==> src/rtl/demux_1_to_3_8_reg_if.sv <==
// Bus bundle for the registered 1-to-3 demultiplexer: write-side controls in,
// held destination words and status out.
interface demux_1_to_3_8_reg_if #(
  parameter int unsigned WIDTH = 8,
  parameter int unsigned CNT_W = 4
);
  logic [WIDTH-1:0] in_data;
  logic             in_valid;
  logic             sel_first;
  logic             sel_second;
  logic             sel_third;
  logic             clr_err;
  logic [WIDTH-1:0] out_first;
  logic [WIDTH-1:0] out_second;
  logic [WIDTH-1:0] out_third;
  logic             upd_first;
  logic             upd_second;
  logic             upd_third;
  logic             multi_sel_err;
  logic [CNT_W-1:0] drop_cnt;

  modport master (
    output in_data, in_valid, sel_first, sel_second, sel_third, clr_err,
    input  out_first, out_second, out_third, upd_first, upd_second, upd_third,
           multi_sel_err, drop_cnt
  );

  modport slave (
    input  in_data, in_valid, sel_first, sel_second, sel_third, clr_err,
    output out_first, out_second, out_third, upd_first, upd_second, upd_third,
           multi_sel_err, drop_cnt
  );
endinterface

==> src/rtl/demux_1_to_3_8_reg.sv <==
// Registered 1-to-3 demultiplexer with hold: steers one word into one of three
// holding registers by priority-resolved one-hot select and flags bad selects.
module demux_1_to_3_8_reg #(
  parameter int unsigned WIDTH = 8,
  parameter int unsigned CNT_W = 4
) (
  input logic                  clk,
  input logic                  rst_n,
  demux_1_to_3_8_reg_if.slave  bus
);

  localparam logic [CNT_W-1:0] CntMax = {CNT_W{1'b1}};

  logic any_sel;
  logic multi_sel;

  always_comb begin
    any_sel   = bus.sel_first | bus.sel_second | bus.sel_third;
    multi_sel = (bus.sel_first & bus.sel_second) | (bus.sel_first & bus.sel_third) |
                (bus.sel_second & bus.sel_third);
  end

  always_ff @(posedge clk or negedge rst_n) begin
    if (!rst_n) begin
      bus.out_first     <= '0;
      bus.out_second    <= '0;
      bus.out_third     <= '0;
      bus.upd_first     <= 1'b0;
      bus.upd_second    <= 1'b0;
      bus.upd_third     <= 1'b0;
      bus.multi_sel_err <= 1'b0;
      bus.drop_cnt      <= '0;
    end else begin
      bus.upd_first  <= 1'b0;
      bus.upd_second <= 1'b0;
      bus.upd_third  <= 1'b0;

      if (bus.in_valid) begin
        if (bus.sel_first) begin
          bus.out_first <= bus.in_data;
          bus.upd_first <= 1'b1;
        end else if (bus.sel_second) begin
          bus.out_second <= bus.in_data;
          bus.upd_second <= 1'b1;
        end else if (bus.sel_third) begin
          bus.out_third <= bus.in_data;
          bus.upd_third <= 1'b1;
        end
      end

      // Clear beats any error event landing on the same edge.
      if (bus.clr_err) begin
        bus.multi_sel_err <= 1'b0;
        bus.drop_cnt      <= '0;
      end else if (bus.in_valid) begin
        if (multi_sel) begin
          bus.multi_sel_err <= 1'b1;
        end
        if (!any_sel && (bus.drop_cnt != CntMax)) begin
          bus.drop_cnt <= bus.drop_cnt + 1'b1;
        end
      end
    end
  end

endmodule
==> src/flat_wrapper.sv <==
// flat-port wrapper written by rule: the top's interface ports become plain ports
module demux_1_to_3_8_reg_flat 
#(
  parameter int unsigned WIDTH = 8,
  parameter int unsigned CNT_W = 4
)
  (clk, rst_n, bus_in_data, bus_in_valid, bus_sel_first, bus_sel_second, bus_sel_third, bus_clr_err, bus_out_first, bus_out_second, bus_out_third, bus_upd_first, bus_upd_second, bus_upd_third, bus_multi_sel_err, bus_drop_cnt);
  demux_1_to_3_8_reg_if #(.WIDTH(WIDTH), .CNT_W(CNT_W)) bus_i ();
  input logic clk;
  input logic rst_n;
  input wire logic [$bits(bus_i.in_data)-1:0] bus_in_data;
  input wire logic [$bits(bus_i.in_valid)-1:0] bus_in_valid;
  input wire logic [$bits(bus_i.sel_first)-1:0] bus_sel_first;
  input wire logic [$bits(bus_i.sel_second)-1:0] bus_sel_second;
  input wire logic [$bits(bus_i.sel_third)-1:0] bus_sel_third;
  input wire logic [$bits(bus_i.clr_err)-1:0] bus_clr_err;
  output wire logic [$bits(bus_i.out_first)-1:0] bus_out_first;
  output wire logic [$bits(bus_i.out_second)-1:0] bus_out_second;
  output wire logic [$bits(bus_i.out_third)-1:0] bus_out_third;
  output wire logic [$bits(bus_i.upd_first)-1:0] bus_upd_first;
  output wire logic [$bits(bus_i.upd_second)-1:0] bus_upd_second;
  output wire logic [$bits(bus_i.upd_third)-1:0] bus_upd_third;
  output wire logic [$bits(bus_i.multi_sel_err)-1:0] bus_multi_sel_err;
  output wire logic [$bits(bus_i.drop_cnt)-1:0] bus_drop_cnt;
  assign bus_i.in_data = bus_in_data;
  assign bus_i.in_valid = bus_in_valid;
  assign bus_i.sel_first = bus_sel_first;
  assign bus_i.sel_second = bus_sel_second;
  assign bus_i.sel_third = bus_sel_third;
  assign bus_i.clr_err = bus_clr_err;
  assign bus_out_first = bus_i.out_first;
  assign bus_out_second = bus_i.out_second;
  assign bus_out_third = bus_i.out_third;
  assign bus_upd_first = bus_i.upd_first;
  assign bus_upd_second = bus_i.upd_second;
  assign bus_upd_third = bus_i.upd_third;
  assign bus_multi_sel_err = bus_i.multi_sel_err;
  assign bus_drop_cnt = bus_i.drop_cnt;
  demux_1_to_3_8_reg #(.WIDTH(WIDTH), .CNT_W(CNT_W)) u_core (.clk(clk), .rst_n(rst_n), .bus(bus_i));
endmodule
==> config.mk <==
export PLATFORM = sky130hd
export DESIGN_NAME = demux_1_to_3_8_reg_flat
export DESIGN_NICKNAME = d
export VERILOG_FILES = /design/src/rtl/demux_1_to_3_8_reg_if.sv /design/src/rtl/demux_1_to_3_8_reg.sv /design/src/flat_wrapper.sv
export SDC_FILE = /design/constraint.sdc
export NUM_CORES = 1
export LEC_CHECK = 0
export CORE_MARGIN = 1.5
export CORE_UTILIZATION = 43
export CTS_CLUSTER_DIAMETER = 60
export DETAILED_ROUTE_END_ITERATION = 8
export PLACE_DENSITY_LB_ADDON = 0.25
export SETUP_SLACK_MARGIN = 0.3
export SYNTH_ARGS = -nofsm -noshare
export SYNTH_HDL_FRONTEND = slang
export SYNTH_SLANG_ARGS = --single-unit
==> constraint.sdc <==
create_clock -name clk -period 1.6 [get_ports clk]
set_input_delay 0.32 -clock clk [delete_from_list [all_inputs] [get_ports clk]]
set_output_delay 0.32 -clock clk [all_outputs]
set_load 0.02 [all_outputs]
; After elaboration in Yosys (flattened, before gate mapping)
; Index checks and enable logic that the tools add are counted.
[word_totals]
register_bits = 32
output_inout_bits = 32
[op_classes]
addsub = 1
eq_ne = 1
n_mux = 15
n_bitwise = 9
n_reduce_logical = 10
[ops]
columns = cell, n
row1 = $mux W1, 12
row2 = $mux W4, 3
row3 = $reduce_and A2 Y1, 3
row4 = $reduce_bool A2 Y1, 3
row5 = $add A4 B1 Y4 const B, 1
row6 = $ne A4 B4 Y1 const B, 1
row7 = $or A1 B1 Y1, 4
row8 = $reduce_and A4 Y1, 1
row9 = $and A1 B1 Y1, 3
row10 = $reduce_and A3 Y1, 1
row11 = $not A1 Y1, 2
row12 = $logic_and A1 B1 Y1, 1
row13 = $logic_not A1 Y1, 1

; Logic depth before layout (Yosys ltp)
; Gate-level depths: netlist (run 1).
[depth]
depth_word = 7
mapped_depth = 4
ltp_nobuf = 4

; Worst setup path after synthesis (run 1)
; OpenSTA, ideal clock, no wires.
[synth_path]
path_kind = reg-to-reg
from = register u_core.bus.drop_cnt[0] (netlist bit)
to = register u_core.bus.drop_cnt[0] (netlist bit)
setup_ns = 0.128
t_arrival_ns = 1.264
slack_ns = 0.208
stages_incl_launch_ff = 5
path_buffers = 0
path_cell_list = dfrtp_1 > ha_1 > nand3_1 > and2_1 > mux2_1
[synth_via]
elab_chain_len = 4
elab_cells_between_ends = 8
[synth_rtl]
columns = element, line
row1 = start: declaration, demux_1_to_3_8_reg_if.sv:31  ; multi_sel_err, drop_cnt
row2 = start signal: assignment, demux_1_to_3_8_reg.sv:60  ; bus.drop_cnt <= bus.drop_cnt + 1'b1;
row3 = $add A4 B1 Y4 or $ne A4 B4 Y1 (tied branches), "demux_1_to_3_8_reg.sv:60, demux_1_to_3_8_reg.sv:59"
row4 = $mux W4 or $logic_and A1 B1 Y1 (tied branches), demux_1_to_3_8_reg.sv:59  ; if (!any_sel && (bus.drop_cnt != CntMax)) begin
row5 = $mux W4 or $reduce_bool A2 Y1 (tied branches), -
row6 = $mux W4 or $reduce_and A2 Y1 (tied branches), -
; Several ways; a longest one is shown, not always the timed one. The select of a mux whose other input is x is not followed.
; A chain may end at the register's enable or synchronous reset.

; Worst setup path in the final report (run 1)
[layout_path]
from = register u_core.bus.drop_cnt[0] (netlist bit)
to = output port bus_drop_cnt[0]
[layout_rtl]
columns = element, line
row1 = end: declaration, flat_wrapper.sv:24  ; output wire logic [$bits(bus_i.drop_cnt)-1:0] bus_drop_cnt;
; No word-level cell between the ends.

==> results of run 1 <==
-- cell type report --
| class | count | area, µm² | area share [%] |
|---|---|---|---|
| Clock buffer | 7 | 55.1 | 3.02 |
| Clock inverter | 1 | 7.51 | 0.412 |
| Inverter | 2 | 7.51 | 0.412 |
| Multi-Input combinational cell | 48 | 485 | 26.6 |
| Sequential cell | 32 | 803 | 44.1 |
| Tap cell | 31 | 38.8 | 2.13 |
| Timing Repair Buffer | 59 | 424 | 23.3 |
-- layer usage --
layer  routed length, µm  track usage (%)  vias to the layer above  part of all wire [%]
met5                   0                0                        -                     0
met4                  24             7.31                        0                  0.85
met3                 169             8.39                        2                   6.0
met2                1430             30.4                       27                    51
met1                1180             24.4                      457                    42
li1                    -                -                      423                     -
-- flip-flops by register name (all words and copies together) (netlist names) --
signal and count:
u_core.bus.upd_first 1, u_core.bus.upd_third 1, u_core.bus.out_third 8, u_core.bus.drop_cnt 4, u_core.bus.upd_second 1, u_core.bus.multi_sel_err 1, u_core.bus.out_first 8, u_core.bus.out_second 8
-- synthesized netlist by cell type (2+ instances only) --
| library cell | n | area [µm²] |
|---|---|---|
| nor2_1 | 2 | 7.51 |
| nor2b_1 | 2 | 12.5 |
| mux2_2 | 24 | 270 |
| nand2b_1 | 2 | 12.5 |
| a21oi_1 | 3 | 15.0 |
| inv_1 | 2 | 7.51 |
| nand2_1 | 2 | 7.51 |
| dfrtp_1 | 32 | 801 |
-- where the power goes --
part           internal [W]  switching [W]
Sequential         0.000926      0.0000577
Combinational      0.000225       0.000280
Clock              0.000215       0.000277
Total               0.00137       0.000615
-- repair_timing --
item                       CTS  global route
buffers inserted             2             0
gates resized for setup    128             8
setup endpoints to repair   59             6
pin swaps                    2             2
-- worst paths after layout --
check                                         start                       end  slack, ns  depth (start not counted)
setup / recovery             u_core.bus.drop_cnt[0]           bus_drop_cnt[0]       0.33                          1
hold / removal                                rst_n     u_core.bus.upd_second       0.37                          2
setup reg to reg             u_core.bus.drop_cnt[1]    u_core.bus.drop_cnt[0]       0.34                          4
hold reg to reg            u_core.bus.out_second[3]  u_core.bus.out_second[3]       0.51                          1
max in group asynchronous                     rst_n    u_core.bus.drop_cnt[0]       0.91                          2
min in group clk           u_core.bus.out_second[3]  u_core.bus.out_second[3]       0.51                          1
-- layout by cell type (no fill, tap or decap), types with 2 or more instances in the layout --
| cell | n |
|---|---|
| buf_4 | 11 |
| clkbuf_4 | 5 |
| dfrtp_1 | 30 |
| dfrtp_2 | 2 |
| nand2_1 | 2 |
| mux2_2 | 24 |
| nand2b_1 | 2 |
| dlygate4sd2_1 | 4 |
| buf_2 | 31 |
| inv_1 | 2 |
| nor2b_1 | 2 |
| buf_12 | 2 |
| clkdlybuf4s50_1 | 10 |
| nor2_1 | 2 |
| a21oi_1 | 3 |
-- cells by family (layout without fill, tap and decap cells) --
| logic type | after synthesis | in the layout | synth area share [%] |
|---|---|---|---|
| adders and majority gates | 2 | 2 | 1.77 |
| DFF | 32 | 32 | 63.1 |
| AOI/OAI and AO/OA | 4 | 4 | 1.87 |
| and+or+nand+nor | 16 | 16 | 9.75 |
| buffers and inverters | 2 | 69 | 0.591 |
| muxes | 26 | 26 | 23.0 |
-- stage by stage --
step / TNS, ns / hold slack (ns) / cell area (µm²) / setup WS [ns] / util [%]
2_1_floorplan: 0 / 0.0244 / 1290 / 0.313 / -
3_3_place_gp: -3.68 / 0.487 / 1890 / -0.207 / 68.1
3_5_place_dp: -4.40 / 0.494 / 1890 / -0.240 / 68.1
4_1_cts: 0 / 0.370 / 1830 / 0.212 / 65.9
5_1_grt: 0 / 0.391 / 1820 / 0.282 / 65.5
6_report: 0 / 0.373 / 1820 / 0.327 / 65.5
==> summary.md, run 1 <==
| Metric | Value |
|---|---|
| Layout Cells excl Fill | 180 |
| Synth Register Bits | 32 |
| Residual DRC | 0 |
| Area Overhead vs Synth | 43.4% |
| Max stage delay on crit path | 0.45 ns |
| Setup Crit Path Kind | flop to primary output |
| Max Slew Vio Count | 0 |
| IO buf count | 46 |
| Peak VDD IR | 0.912 mV |
| Sequential share of the synthesized area | 63.1% |
| Via count | 909 |
| Die Area | 0.00329 mm² |
| Largest net degree at the start of global routing | 33 |
| Cells after Synth | 82 |
| Fillers | 234 |
| H-Tree Depth | 2 |
| Die Ht | 57.3 µm |
| Synth warn | 0 |
| # setup viols final | 0 |
| Mapped Nets | 98 |
| Grt ovf | 0 |
| Worst endpoint required time | 1.28 ns |
| Post-synth EDFFs | 0 |
| Total core area | 0.00278 mm² |
| Row count | 19 |
| Synth unique cells | 21 |
| ANT cells | 0 |
| Final period utilization | 79.5% |
| Clk buf depth | 2 |
| Root Buffer | clkbuf_4 |
| Top delay family on crit path | flip-flops |
| Fmax | 0.786 GHz |
| Tot Pwr | 0.00198 W |
| Crit Path Max Fanout | 5 |
| Placed cell count | 170 |
| Routed WL | 2.81 mm |
| Initial antenna violation count | 0 |
| Skew-Pair Late Insertion Delay | 0.33 ns |
| Io pins | 47 |
| Power per standard cell area | 1090 mW/mm² |
| Via density per instance | 5.05 |
| Primary FF master, synth | dfrtp_1 |
| Clk sink count | 32 |
| RSZ-0062 raised after global routing | true |
| Total Routing Usage GR | 19.5% |
| Number of CTS-inserted buffers | 5 |
| CTS tree | yes |
| Netlist Area Pre-Place | 0.00127 mm² |
| Worst hold path type | input pin to async pin |
| Final Hold Viols | 0 |
| Max cap viols | 0 |
| CP endpoint kind | primary output |
| Syn Area/Cell | 15.5 µm² |
| CP bufs+invs | 1 |
| Initial DRC count | 24 |
| Wire length per cell | 15.6 µm |
| Share of layout cells above drive strength 1 | 57.0% |
| Worst Skew | 0.00963 ns |
| Vias in the first global route | 987 |
| Worst slew margin | 73.3% |
| Dpl hpwl | 2.02 mm |
| Die Width | 57.3 µm |
| CP arrival | 0.95 ns |
| Reg clk slew, reported paths | 0.10 ns |
| Crit start category | flop |
| Crit-path cells | buf_2 |
| CP max-delay cell | dfrtp_2 |
| Ys async rst share | 100% |
| Lkg Pwr | 0.883 nW |
| Nets@finish | 164 |
| DRT Pass-1 Iters | 4 |
| CTS Hold Buffers Added | 0 |
| First-pass GRT wire length | 4.65 mm |
| Worst-margin pin slew | 0.401 ns |
| Status | finished, final reports clean |
| Antenna viol nets, final | 0 |
| Tmin final | 1.27 ns |
| GPL Wtd Cong | 0.642 |
| Starting Density | 45.7% |
(Power assumes the default switching activity.)
==> run 2: changes to the inputs <==
Clock period 1.6 ns to 1.21 ns, I/O delays scaled along.
==> run 2 against run 1 <==
Effect of this change:
- the run now ends with setup timing left
- clock power increased by 65%
- critical path depth grew 3
- worst hold slack got worse by 0.11 ns
- largest power group unchanged
- highest routed layer unchanged
- cell count rose by 8.3%
- via count rose by 9.8%
- critical path type is now flop to flop
- clock-buffer cell count shrank 2
- utilization increased by 17 points
- first-iteration DRC count rose by 8.3%
- flip-flop and latch count did not move
- cell area rose by 26%
- register-to-register slack got worse by 0.37 ns
- combinational power up 100%
==> summary.md, run 2 (synthesis results as in run 1) <==
| Metric | Value |
|---|---|
| Top delay family on crit path | flip-flops |
| Final Hold Viols | 0 |
| CTS tree | yes |
| Status | finished, violations left |
| Tmin final | 1.24 ns |
| Worst slew margin | 85.6% |
| Worst reg2reg setup slack | -0.03 ns |
| Crit Path Max Fanout | 4 |
| Util after Layout | 82.4% |
| Max Slew Vio Count | 0 |
| First-pass GRT wire length | 5.31 mm |
| Reg clk slew, reported paths | 0.11 ns |
| Area Overhead vs Synth | 80.5% |
| Worst-margin pin slew | 0.216 ns |
| Vias in the first global route | 1087 |
| CP arrival | 1.47 ns |
| DRT Pass-1 Iters | 4 |
| Wire length per cell | 16.8 µm |
| Lkg Pwr | 1.08 nW |
| CP bufs+invs | 0 |
| Antenna viol nets, final | 0 |
| Worst Skew | 0.000459 ns |
| Total core area | 0.00278 mm² |
| GPL Wtd Cong | 0.791 |
| Via count | 998 |
| Residual DRC | 0 |
| Share of layout cells above drive strength 1 | 69.5% |
| Starting Density | 45.7% |
| Peak VDD IR | 1.32 mV |
| Routed WL | 3.28 mm |
| Post-route cell area | 0.00229 mm² |
| CTS Hold Buffers Added | 0 |
| Dpl hpwl | 2.15 mm |
| Largest net degree at the start of global routing | 33 |
| Die Area | 0.00329 mm² |
| CP endpoint kind | flop |
| Skew-Pair Late Insertion Delay | 0.33 ns |
| Post-DP Area | 0.00197 mm² |
| Failing checks | setup timing |
| Crit-path cells | ha_4 > nand3_2 > and2_4 > mux2_4 |
| Via density per instance | 5.12 |
| Reg2Reg Launch Point | u_core.bus.drop_cnt[1] |
| Setup Crit Path Kind | flop to flop |
| Clk buf depth | 2 |
| Fmax | 0.808 GHz |
| Post-Place Worst Slack | -0.579 ns |
| Reg2Reg Capture Point | u_core.bus.drop_cnt[0] |
| Number of CTS-inserted buffers | 5 |
| Io pins | 47 |
| Max stage delay on crit path | 0.46 ns |
| ANT cells | 0 |
| Clk sink count | 32 |
| Setup slack after layout | -0.0278 ns |
| Max cap viols | 0 |
| Commonest non-fill, non-tap cell in the layout | buf_6 |
| CP max-delay cell | dfrtp_2 |
| Row count | 19 |
| Regs by FF count | u_core.bus.out_first: 8 flops, u_core.bus.out_second: 8 flops, u_core.bus.out_third: 8 flops |
| Final period utilization | 102% |
| # setup viols final | 2 |
| Power per standard cell area | 1390 mW/mm² |
| Grt ovf | 0 |
| Nets@finish | 179 |
| IO buf count | 46 |
| Commonest cells after routing, fill and taps aside | buf_6 (44), dfrtp_1 (29), mux2_2 (16), buf_4 (15), clkdlybuf4s50_1 (10) |
| FF-to-FF path depth | 4 |
| Root Buffer | clkbuf_4 |
| Crit start category | flop |
| Die Width | 57.3 µm |
| Initial DRC count | 26 |
| RSZ-0062 raised after global routing | true |
| Worst hold path type | input pin to async pin |
| Worst endpoint required time | 1.44 ns |
| Die Ht | 57.3 µm |
| Total Routing Usage GR | 22.1% |
| H-Tree Depth | 2 |
| Initial antenna violation count | 0 |
-- run 2: final cells by class --
type / count / area (µm²)
Clock inverter: 3 / 42.5
Timing Repair Buffer: 73 / 753
Multi-Input combinational cell: 49 / 608
Inverter: 2 / 7.51
Clock buffer: 5 / 37.5
Tap cell: 31 / 38.8
Sequential cell: 32 / 805
Fill cell: 153 / 489
-- run 2: worst max-delay path by stage --
stage	start	to	slack, ns	cells after the start
final	u_core.bus.drop_cnt[1]	u_core.bus.drop_cnt[0]	-0.03	4
after floorplan	u_core.bus.drop_cnt[1]	u_core.bus.drop_cnt[0]	-0.05	4
after global routing	u_core.bus.drop_cnt[0]	u_core.bus.drop_cnt[0]	-0.05	4
after detailed placement	bus_sel_third	u_core.bus.out_third[3]	-0.58	5
after global placement	bus_sel_third	u_core.bus.out_third[7]	-0.55	5
after CTS	u_core.bus.drop_cnt[1]	u_core.bus.drop_cnt[0]	-0.01	4
-- run 2: what timing repair did --
item	in CTS	in global routing
gates cloned	1	0
setup endpoints to repair	64	44
setup buffers	7	6
resized for setup	219	17
pin swaps	5	4
-- run 2: routing by layer --
layer	global-route usage (%)	vias up	routed length, µm
li1	-	459	-
met1	26.2	500	1280
met2	36.5	33	1750
met3	7.71	6	202
met4	8.97	0	43
met5	0	-	0
-- run 2: through the flow --
| stage | power, W | cells | TNS, ns | hold slack [ns] |
|---|---|---|---|---|
| floorplan | 0.00173 | 82 | -0.0471 | -0.0536 |
| global placement | 0.00219 | 173 | -14.80 | 0.490 |
| detailed placement | 0.00222 | 173 | -15.54 | 0.493 |
| CTS | 0.00314 | 189 | -0.0137 | 0.272 |
| global route | 0.00331 | 195 | -0.0763 | 0.270 |
| finish | 0.00318 | 195 | -0.0304 | 0.264 |
-- run 2: power breakdown --
part / internal [W] / leakage [nW] / total [W] / switching [W]
Clock: 0.000430 / 0.0412 / 0.000813 / 0.000382
Combinational: 0.000599 / 0.654 / 0.00102 / 0.000417
Sequential: 0.00123 / 0.388 / 0.00135 / 0.000123
Total: 0.00226 / 1.08 / 0.00318 / 0.000922
==> run 3: changes to the inputs <==
Settings changed: CTS_CLUSTER_SIZE set to 14, SKIP_CTS_REPAIR_TIMING set to 1.
==> run 3 against run 2 <==
Effect of this change:
- the flow still finishes with violations (setup timing)
- sequential share of layout area is 1.5 points higher
- fmax is 0.83% higher
- largest power group unchanged
- utilization is 3.3 points lower
- critical path depth stayed put
- highest routed layer unchanged
- worst hold slack worse by 0.0063 ns
- largest cell class unchanged
- die area stayed put
- clock power is 1% higher
- first-iteration DRC count is 46% lower
==> summary.md, run 3 (synthesis results as in run 1) <==
| Metric | Value |
|---|---|
| Status | finished, violations left |
| Failing checks | setup timing |
| Tmin final | 1.23 ns |
| Setup Crit Path Kind | flop to flop |
| Worst endpoint required time | 1.45 ns |
| Setup slack after layout | -0.0176 ns |
| Util after Layout | 79.1% |
| Row count | 19 |
| Crit start category | flop |
| Worst slew margin | 85.5% |
| Die Width | 57.3 µm |
| Worst hold path type | input pin to async pin |
| Worst-margin pin slew | 0.216 ns |
| Fmax | 0.815 GHz |
| Area Overhead vs Synth | 73.2% |
| Post-route cell area | 0.00220 mm² |
| GPL Wtd Cong | 0.791 |
| Io pins | 47 |
| Clk buf depth | 2 |
| Die Area | 0.00329 mm² |
| Peak VDD IR | 1.38 mV |
| Commonest non-fill, non-tap cell in the layout | buf_6 |
| # setup viols final | 1 |
| Antenna viol nets, final | 0 |
| Residual DRC | 0 |
| Setup Total Neg Slack | -0.0176 ns |
| CP endpoint kind | flop |
| Grt ovf | 0 |
| Post-Place Worst Slack | -0.579 ns |
| Vias in the first global route | 1044 |
| FF-to-FF path depth | 4 |
| CTS tree | yes |
| Nets@finish | 177 |
| Largest net degree at the start of global routing | 33 |
| Lkg Pwr | 1.05 nW |
| Power per standard cell area | 1430 mW/mm² |
| Regs by FF count | u_core.bus.out_first: 8 flops, u_core.bus.out_second: 8 flops, u_core.bus.out_third: 8 flops |
| Die Ht | 57.3 µm |
| Commonest cells after routing, fill and taps aside | buf_6 (35), dfrtp_1 (29), buf_4 (20), mux2_2 (16), clkdlybuf4s50_1 (10) |
| CP arrival | 1.47 ns |
| Wire length per cell | 16.1 µm |
| Max Slew Vio Count | 0 |
| First-pass GRT wire length | 4.82 mm |
| Crit path launch | u_core.bus.drop_cnt[0] |
| Reg2Reg Launch Point | u_core.bus.drop_cnt[0] |
| Root Buffer | clkbuf_4 |
| Via density per instance | 5.09 |
| Initial DRC count | 14 |
| ANT cells | 0 |
| Worst Skew | 0.00132 ns |
| Total core area | 0.00278 mm² |
| Routed WL | 3.11 mm |
| Total Routing Usage GR | 20.0% |
| Worst reg2reg setup slack | -0.02 ns |
| IO buf count | 46 |
| Initial antenna violation count | 0 |
| RSZ-0062 raised after global routing | true |
| Final Hold Viols | 0 |
| Number of CTS-inserted buffers | 5 |
| Crit Path Max Fanout | 3 |
| Final period utilization | 101% |
| DRT Pass-1 Iters | 3 |
| Share of layout cells above drive strength 1 | 67.9% |
| Max cap viols | 0 |
| Clk sink count | 32 |
| Post-DP Area | 0.00197 mm² |
| H-Tree Depth | 2 |
| Via count | 982 |
| Fillers | 167 |
| Reg2Reg Capture Point | u_core.bus.drop_cnt[0] |
| Dpl hpwl | 2.15 mm |
| Starting Density | 45.7% |
| Reg clk slew, reported paths | 0.11 ns |
| Skew-Pair Late Insertion Delay | 0.34 ns |
## run 3: changes by cell type in the layout (fill, tap and decap cells not counted)
cell      change
buf_6         -9
buf_4         +5
clkbuf_2      +5
buf_2         -2
a21oi_1       +1
a21oi_2       -1
buf_8         -1
nand2_4       +1
nand2_8       -1
nand3b_2      +1
nand3b_4      -1
nor2b_1       +1
nor2b_4       -1
## run 3: worst max path at each step
stage | end | slack (ns) | cells after the start
after floorplan | u_core.bus.drop_cnt[0] | -0.05 | 4
after global placement | u_core.bus.out_third[7] | -0.55 | 5
after detailed placement | u_core.bus.out_third[3] | -0.58 | 5
after CTS | bus_drop_cnt[1] | -0.42 | 1
after global routing | u_core.bus.drop_cnt[0] | -0.04 | 4
final | u_core.bus.drop_cnt[0] | -0.02 | 4
## run 3: worst max-delay path, stage by stage, from the launching register on
cell and delay [ns]:
dfrtp_2 0.45, ha_4 0.17, nand3_2 0.05, and2_4 0.16, mux2_4 0.29
## run 3: layout make-up
class	instances	area, µm²	area share (%)
Sequential cell	32	805	36.6
Inverter	2	7.51	0.341
Multi-Input combinational cell	49	579	26.3
Clock buffer	5	37.5	1.71
Clock inverter	3	42.5	1.93
Timing Repair Buffer	71	689	31.3
Tap cell	31	38.8	1.76
## run 3: per-stage QoR
stage	hold slack [ns]	total power, W	std cells
CTS	0.272	0.00303	181
detailed placement	0.493	0.00222	173
floorplan	-0.0536	0.00173	82
global route	0.265	0.00328	193
finish	0.258	0.00315	193
global placement	0.490	0.00219	173
## run 3: power by group
part	total [W]	switching [W]	internal, W
Sequential	0.00135	0.000121	0.00123
Clock	0.000821	0.000390	0.000430
Combinational	0.000987	0.000411	0.000576
Total	0.00315	0.000922	0.00223
## run 3: metal layers
| metal | vias up | routed length (µm) | track usage [%] | part of all wire (%) |
|---|---|---|---|---|
| met5 | - | 0 | 0 | 0 |
| met1 | 494 | 1240 | 23.5 | 40 |
| met2 | 28 | 1610 | 32.6 | 52 |
| li1 | 455 | - | - | - |
| met4 | 0 | 59 | 8.97 | 1.9 |
| met3 | 5 | 194 | 7.26 | 6.2 |
